### src/rtl/clock_set_pkg.sv
// clock_set_pkg: shared states, edit_field encodings, field ranges and widths for the time-set controller.
package clock_set_pkg;
    typedef enum logic [2:0] {RUN, SET_HR, SET_MIN, SET_SEC, COMMIT, ALM_HR, ALM_MIN} state_t;
    localparam logic [2:0] FIELD_NONE    = 3'd0;
    localparam logic [2:0] FIELD_HR      = 3'd1;
    localparam logic [2:0] FIELD_MIN     = 3'd2;
    localparam logic [2:0] FIELD_SEC     = 3'd3;
    localparam logic [2:0] FIELD_ALM_HR  = 3'd4;
    localparam logic [2:0] FIELD_ALM_MIN = 3'd5;
    localparam int HR_MAX = 23;
    localparam int MS_MAX = 59;
    localparam int SEC_W = 6;
    localparam int MIN_W = 6;
    localparam int HR_W = 5;
endpackage

### src/rtl/clock_set_ctrl_if.sv
// clock_set_ctrl_if: button pulses, live time and counter-control bus of the time-set controller.
// CLOCK_SET_ALARM_EN adds the alarm output.
interface clock_set_ctrl_if;
    import clock_set_pkg::*;
    logic btn_mode;
    logic btn_inc;
    logic btn_dec;
    logic [SEC_W-1:0] cur_sec;
    logic [MIN_W-1:0] cur_min;
    logic [HR_W-1:0] cur_hr;
    logic run_en;
    logic load;
    logic [SEC_W-1:0] load_sec;
    logic [MIN_W-1:0] load_min;
    logic [HR_W-1:0] load_hr;
    logic [2:0] edit_field;
`ifdef CLOCK_SET_ALARM_EN
    logic alarm;
`endif
    modport slave (
        input btn_mode, btn_inc, btn_dec, cur_sec, cur_min, cur_hr,
`ifdef CLOCK_SET_ALARM_EN
        output alarm,
`endif
        output run_en, load, load_sec, load_min, load_hr, edit_field
    );
    modport master (
        output btn_mode, btn_inc, btn_dec, cur_sec, cur_min, cur_hr,
`ifdef CLOCK_SET_ALARM_EN
        input alarm,
`endif
        input run_en, load, load_sec, load_min, load_hr, edit_field
    );
endinterface

### src/rtl/clock_set_ctrl_field_step.sv
// field_step: combinational modular increment/decrement; out-of-range values wrap to 0 (up) or MAX (down).
module field_step #(
    parameter int W = 6,
    parameter int MAX = 59
) (
    input  logic [W-1:0] val,
    input  logic         up,
    output logic [W-1:0] nxt
);
    assign nxt = up ? ((val >= W'(MAX)) ? '0 : val + W'(1))
                    : ((val == '0 || val > W'(MAX)) ? W'(MAX) : val - W'(1));
endmodule

### src/rtl/clock_set_ctrl.sv
// clock_set_ctrl: freezes the clock counter, steps hr/min/sec from button pulses and commits with a one-cycle load.
// CLOCK_SET_ALARM_EN adds alarm registers, the ALM_HR/ALM_MIN edit states and the alarm output.
module clock_set_ctrl
    import clock_set_pkg::*;
#(
    parameter int TIMEOUT_CYC = 1000
) (
    input logic clk,
    input logic rst,
    clock_set_ctrl_if.slave bus
);
    localparam int CNT_W = $clog2(TIMEOUT_CYC);
    state_t state, nxt;
    logic [CNT_W-1:0] idle;
    logic [HR_W-1:0] hr, hr_nxt;
    logic [MIN_W-1:0] mn, mn_nxt;
    logic [SEC_W-1:0] sc, sc_nxt;
    logic run_en, load, btn_any, step, timeout;
    logic [2:0] edit_field;

    assign btn_any = bus.btn_mode | bus.btn_inc | bus.btn_dec;
    assign step = (bus.btn_inc ^ bus.btn_dec) & ~bus.btn_mode;
    assign timeout = state != RUN && state != COMMIT && idle == CNT_W'(TIMEOUT_CYC - 1);

    field_step #(.W(HR_W), .MAX(HR_MAX)) u_hr (.val(hr), .up(bus.btn_inc), .nxt(hr_nxt));
    field_step #(.W(MIN_W), .MAX(MS_MAX)) u_min (.val(mn), .up(bus.btn_inc), .nxt(mn_nxt));
    field_step #(.W(SEC_W), .MAX(MS_MAX)) u_sec (.val(sc), .up(bus.btn_inc), .nxt(sc_nxt));

    always_comb begin
        nxt = state;
        edit_field = FIELD_NONE;
        case (state)
            SET_HR: edit_field = FIELD_HR;
            SET_MIN: edit_field = FIELD_MIN;
            SET_SEC: edit_field = FIELD_SEC;
            ALM_HR: edit_field = FIELD_ALM_HR;
            ALM_MIN: edit_field = FIELD_ALM_MIN;
            default: edit_field = FIELD_NONE;
        endcase
        if (timeout)
            nxt = RUN;
        else if (state == COMMIT)
`ifdef CLOCK_SET_ALARM_EN
            nxt = ALM_HR;
`else
            nxt = RUN;
`endif
        else if (bus.btn_mode)
            case (state)
                RUN: nxt = SET_HR;
                SET_HR: nxt = SET_MIN;
                SET_MIN: nxt = SET_SEC;
                SET_SEC: nxt = COMMIT;
                ALM_HR: nxt = ALM_MIN;
                ALM_MIN: nxt = RUN;
                default: nxt = state;
            endcase
    end

    always_ff @(posedge clk or negedge rst) begin
        if (!rst) begin
            state <= RUN;
            idle <= '0;
            run_en <= 1'b1;
            load <= 1'b0;
            hr <= '0;
            mn <= '0;
            sc <= '0;
        end else begin
            state <= nxt;
            idle <= (btn_any || nxt != state || state == RUN || state == COMMIT) ? '0 : idle + CNT_W'(1);
            run_en <= nxt inside {RUN, ALM_HR, ALM_MIN};
            load <= nxt == COMMIT;
            if (state == RUN && bus.btn_mode) begin
                hr <= bus.cur_hr;
                mn <= bus.cur_min;
                sc <= bus.cur_sec;
            end else begin
                hr <= (step && state == SET_HR) ? hr_nxt : hr;
                mn <= (step && state == SET_MIN) ? mn_nxt : mn;
                sc <= (step && state == SET_SEC) ? sc_nxt : sc;
            end
        end
    end

    assign bus.run_en = run_en;
    assign bus.load = load;
    assign bus.load_hr = hr;
    assign bus.load_min = mn;
    assign bus.load_sec = sc;
    assign bus.edit_field = edit_field;

`ifdef CLOCK_SET_ALARM_EN
    logic [HR_W-1:0] alm_hr, alm_hr_nxt;
    logic [MIN_W-1:0] alm_min, alm_min_nxt;
    logic silence, sil_nxt, match, alarm;

    field_step #(.W(HR_W), .MAX(HR_MAX)) u_alm_hr (.val(alm_hr), .up(bus.btn_inc), .nxt(alm_hr_nxt));
    field_step #(.W(MIN_W), .MAX(MS_MAX)) u_alm_min (.val(alm_min), .up(bus.btn_inc), .nxt(alm_min_nxt));

    assign match = bus.cur_hr == alm_hr && bus.cur_min == alm_min;
    // silence lives only while the match lasts; using its next value lets btn_dec drop alarm right away
    assign sil_nxt = match & (silence | (state == RUN & bus.btn_dec));

    always_ff @(posedge clk or negedge rst) begin
        if (!rst) begin
            alm_hr <= '0;
            alm_min <= '0;
            silence <= 1'b0;
            alarm <= 1'b0;
        end else begin
            alm_hr <= (step && state == ALM_HR) ? alm_hr_nxt : alm_hr;
            alm_min <= (step && state == ALM_MIN) ? alm_min_nxt : alm_min;
            silence <= sil_nxt;
            alarm <= state == RUN && match && !sil_nxt;
        end
    end

    assign bus.alarm = alarm;
`endif
endmodule

### src/flat_wrapper.sv
// flat-port wrapper written by rule: the top's interface ports become plain ports
module clock_set_ctrl_flat import clock_set_pkg::*;
#(
    parameter int TIMEOUT_CYC = 1000
)
  (clk, rst, bus_btn_mode, bus_btn_inc, bus_btn_dec, bus_cur_sec, bus_cur_min, bus_cur_hr, bus_run_en, bus_load, bus_load_sec, bus_load_min, bus_load_hr, bus_edit_field);
  clock_set_ctrl_if bus_i ();
  input logic clk;
  input logic rst;
  input wire logic [$bits(bus_i.btn_mode)-1:0] bus_btn_mode;
  input wire logic [$bits(bus_i.btn_inc)-1:0] bus_btn_inc;
  input wire logic [$bits(bus_i.btn_dec)-1:0] bus_btn_dec;
  input wire logic [$bits(bus_i.cur_sec)-1:0] bus_cur_sec;
  input wire logic [$bits(bus_i.cur_min)-1:0] bus_cur_min;
  input wire logic [$bits(bus_i.cur_hr)-1:0] bus_cur_hr;
  output wire logic [$bits(bus_i.run_en)-1:0] bus_run_en;
  output wire logic [$bits(bus_i.load)-1:0] bus_load;
  output wire logic [$bits(bus_i.load_sec)-1:0] bus_load_sec;
  output wire logic [$bits(bus_i.load_min)-1:0] bus_load_min;
  output wire logic [$bits(bus_i.load_hr)-1:0] bus_load_hr;
  output wire logic [$bits(bus_i.edit_field)-1:0] bus_edit_field;
  assign bus_i.btn_mode = bus_btn_mode;
  assign bus_i.btn_inc = bus_btn_inc;
  assign bus_i.btn_dec = bus_btn_dec;
  assign bus_i.cur_sec = bus_cur_sec;
  assign bus_i.cur_min = bus_cur_min;
  assign bus_i.cur_hr = bus_cur_hr;
  assign bus_run_en = bus_i.run_en;
  assign bus_load = bus_i.load;
  assign bus_load_sec = bus_i.load_sec;
  assign bus_load_min = bus_i.load_min;
  assign bus_load_hr = bus_i.load_hr;
  assign bus_edit_field = bus_i.edit_field;
  clock_set_ctrl #(.TIMEOUT_CYC(TIMEOUT_CYC)) u_core (.clk(clk), .rst(rst), .bus(bus_i));
endmodule
### config.mk
export PLATFORM = sky130hd
export DESIGN_NAME = clock_set_ctrl_flat
export DESIGN_NICKNAME = d
export VERILOG_FILES = /design/src/rtl/clock_set_pkg.sv /design/src/rtl/clock_set_ctrl_if.sv /design/src/rtl/clock_set_ctrl_field_step.sv /design/src/rtl/clock_set_ctrl.sv /design/src/flat_wrapper.sv
export SDC_FILE = /design/constraint.sdc
export NUM_CORES = 1
export LEC_CHECK = 0
export CORE_AREA = 4 4 80 82
export CTS_CLUSTER_DIAMETER = 120
export CTS_CLUSTER_SIZE = 28
export DETAILED_ROUTE_END_ITERATION = 10
export DIE_AREA = 0 0 84 86
export DONT_BUFFER_PORTS = 1
export GPL_TIMING_DRIVEN = 0
export PLACE_DENSITY_LB_ADDON = 0.05
export SKIP_CTS_REPAIR_TIMING = 1
export SLEW_MARGIN = 20
export SYNTH_ARGS = -nofsm -noshare
export SYNTH_HDL_FRONTEND = slang
export SYNTH_SLANG_ARGS = --single-unit
### constraint.sdc
create_clock -name clk -period 2.3 [get_ports clk]
set_input_delay 0.575 -clock clk [delete_from_list [all_inputs] [get_ports clk]]
set_output_delay 0.575 -clock clk [all_outputs]
set_load 0.02 [all_outputs]
==> impl_metrics.tcl <==
set metrics [dict create \
    status "completed" \
    met3_usage_pct 4.611 \
    cts_root_buf "clkbuf_8" \
    dp.final_hpwl_mm 4.540 \
    die-area_sq_um 7224 \
    ys_warn_count 0 \
    diodes 0 \
    synth_largest_area_cell "dfrtp_1" \
    grt_use_total_pct 18.57 \
    dr.pass1.iters 4 \
    h-tree-depth 2 \
    synth_area_leaders "dfrtp_1 (31%), o21ai_0 (5.4%), nor2_1 (5.0%), ha_1 (4.5%), a21oi_1 (3.2%)" \
    hp-class "in2async" \
    clk_pin_slew_worst_paths_ps 70 \
    yosysMostFrequentCell "nor2_1" \
    first_iter_violations 96 \
    synth-edff-count 0 \
    grt_use_met1_pct 24.70 \
    grt-busiest-layer "met2" \
    start_util_pct 43.51 \
    fp-row-count 28 \
    syn-num-nets 337 \
    reg2reg_depth 7 \
    synthCells 306 \
    yosys-top-cells-count "nor2_1 (33), dfrtp_1 (31), o21ai_0 (27)" \
    io_buffers 0 \
    p_int_mw 1.785 \
    r2r_start "u_core.bus.load_sec[1]" \
    drv_cap 0 \
    switching_share_pct 51.02 \
    setup_tns_ps 0 \
    syn_area_sq_um 2500 \
    synth_top_area_share_pct 31.03 \
    cts_tree "built" \
    die_y_um 86 \
    cts_made_buffers 5 \
    via_count 2256 \
    cp_max_fo 9 \
    syn2layout_area_growth_pct 8.408 \
    grt_max_degree 33 \
    worst_pin_slew_ps 664.6 \
    rsz0062_at_grt "no" \
    drive_gt1_share_pct 10.48 \
    switchingPower_mw 1.859 \
    setup_viol 0 \
    fillers 575 \
    required_ps 2460 \
    slew_headroom_pct 55.37 \
    grt_pass1_wl_mm 10.94 \
    max_freq_mhz 469.2 \
    grt_overflow 0 \
    p_leak_nw 1.065 \
    fp.dieW_um 84 \
    core_area_sq_um 5746 \
    max-clock-path-buffers 2 \
    worstReg2RegEnd "u_core.bus.load_sec[2]" \
    clock-sinks 32 \
    r2r_setup_slack_ps 170 \
    drcViolationCount 0 \
    grt_pass1_vias 2194 \
    antenna_found_initial 0 \
    synthFlopType "dfrtp_1" \
    via_per_inst 5.785 \
    async_reset_ff_share_pct 100.0 \
    final_cells 390 \
    yosysSeqAreaShare_pct 32.08 \
    p_per_area_nw_per_um2 1344 \
    synth_seq_cells 32 \
    skew_ps 9.579 \
    end_kind "flop" \
    multi_input_area_sq_um 1531 \
    insertion_delay_ps 290 \
    yosysUniqueCellTypes 62 \
    use_met2_pct 30.15 \
    seqPwrFrac_pct 34.3 \
    p_comb_share_pct 53.2 \
    wl_per_cell_um 16.42 \
    period_needed_ps 2131 \
    fin_nets 345 \
    crit_type "reg2reg" \
    finalHoldViolations 0 \
    ant_nets 0 \
    wl_mm 6.402 \
    clockPowerShare_pct 12.5 \
    drv_slew 0 \
    gp_congestion 0.8392 \
    fin_crit_sh_pct 92.66 \
    start_kind "flop" \
    io-pin-count 44 \
    seqCellArea_sq_um 805.8 \
    dpl.cell_count 381 \
    worst_ep_arrival_time_ps 2290 \
    syn_avg_cell_area_sq_um 8.170 \
    vdd_drop_max_uv 712.8 \
    fin_util_pct 47.17 \
]
-- power by group through the flow --
| stage | combinational (mW) | sequential, mW | clock (mW) |
|---|---|---|---|
| 2_1_floorplan | 1.58 | 1.17 | 0 |
| 3_3_place_gp | 1.91 | 1.26 | 0 |
| 3_5_place_dp | 1.91 | 1.26 | 0 |
| 4_1_cts | 1.92 | 1.24 | 0.475 |
| 5_1_grt | 2.23 | 1.29 | 0.502 |
| 6_report | 1.94 | 1.25 | 0.456 |
-- cell families (layout without fill, tap and decap cells) --
group,after synthesis,count (layout),share of synthesized area (%)
compound gates,90,90,23.92
xor+xnor,18,18,6.307
fa+ha+maj,9,9,4.505
buf+inv,39,48,6.656
flops,32,32,32.08
mux,1,1,0.4004
simple gates,117,117,26.13
-- through the flow --
step | power (mW) | hold slack [ps] | setup slack (ps) | instance area, sq um
floorplan | 2.756 | 279.4 | 279.0 | 2500
global placement | 3.170 | 280.1 | 54.88 | 2594
detailed placement | 3.166 | 280.0 | 75.98 | 2594
CTS | 3.638 | -34.58 | -87.25 | 2684
global route | 4.018 | 106.8 | 13.37 | 2710
finish | 3.643 | 108.9 | 168.9 | 2710
-- cells in the final DEF (no fill, tap or decap), types with 6 or more instances in the layout --
master,Yosys,final
ha_1,9,9
clkbuf_1,16,16
o22ai_1,12,12
xor2_1,9,9
dfrtp_1,31,28
a21oi_1,16,16
nor3_1,11,11
nand3_1,13,13
xnor2_1,9,9
nor2_1,33,33
nand2_1,16,16
clkbuf_8,0,6
nand2b_1,7,7
inv_1,15,14
o21ai_0,27,26
-- worst max-delay path by stage --
stage | endpoint | from | slack, ps | depth (start not counted)
2_1_floorplan | u_core.bus.load_sec[2] | u_core.bus.load_sec[0] | 280 | 7
4_1_cts | bus_edit_field[0] | u_core.state[2] | -90 | 3
3_3_place_gp | u_core.bus.load_sec[2] | u_core.bus.load_sec[0] | 50 | 7
5_1_grt | u_core.bus.load_sec[5] | u_core.bus.load_sec[2] | 10 | 6
6_report | u_core.bus.load_sec[2] | u_core.bus.load_sec[1] | 170 | 7
3_5_place_dp | u_core.bus.load_sec[2] | u_core.bus.load_sec[0] | 80 | 7
-- layout make-up --
| type | count | share of cell area [%] |
|---|---|---|
| multi-input combinational | 235 | 56.51 |
| inverter | 16 | 2.216 |
| buffer | 23 | 4.017 |
| clock buffer | 8 | 3.324 |
| timing repair buffer | 1 | 0.7387 |
| sequential | 32 | 29.73 |
| tap | 75 | 3.463 |
-- metal layers --
layer,routed length [um],up-vias
li1,-,1125
met1,2979,1076
met2,2989,48
met3,357,7
met4,76,0
met5,0,-
-- state kept, by name, indices dropped and copies added (netlist names) --
signal / count
u_core.idle: 10
u_core.bus.load_sec: 6
u_core.bus.load_min: 6
u_core.bus.load: 1
u_core.bus.run_en: 1
u_core.bus.load_hr: 5
u_core.state: 3
-- critical path, cell delays in order (launching register included) --
cell and delay (ps):
dfrtp_2 520, inv_1 110, ha_1 130, or3b_1 370, or2_1 260, o2bb2ai_1 150, a2111oi_2 390, nor3_1 80
Power figures use the tool's default switching activity.
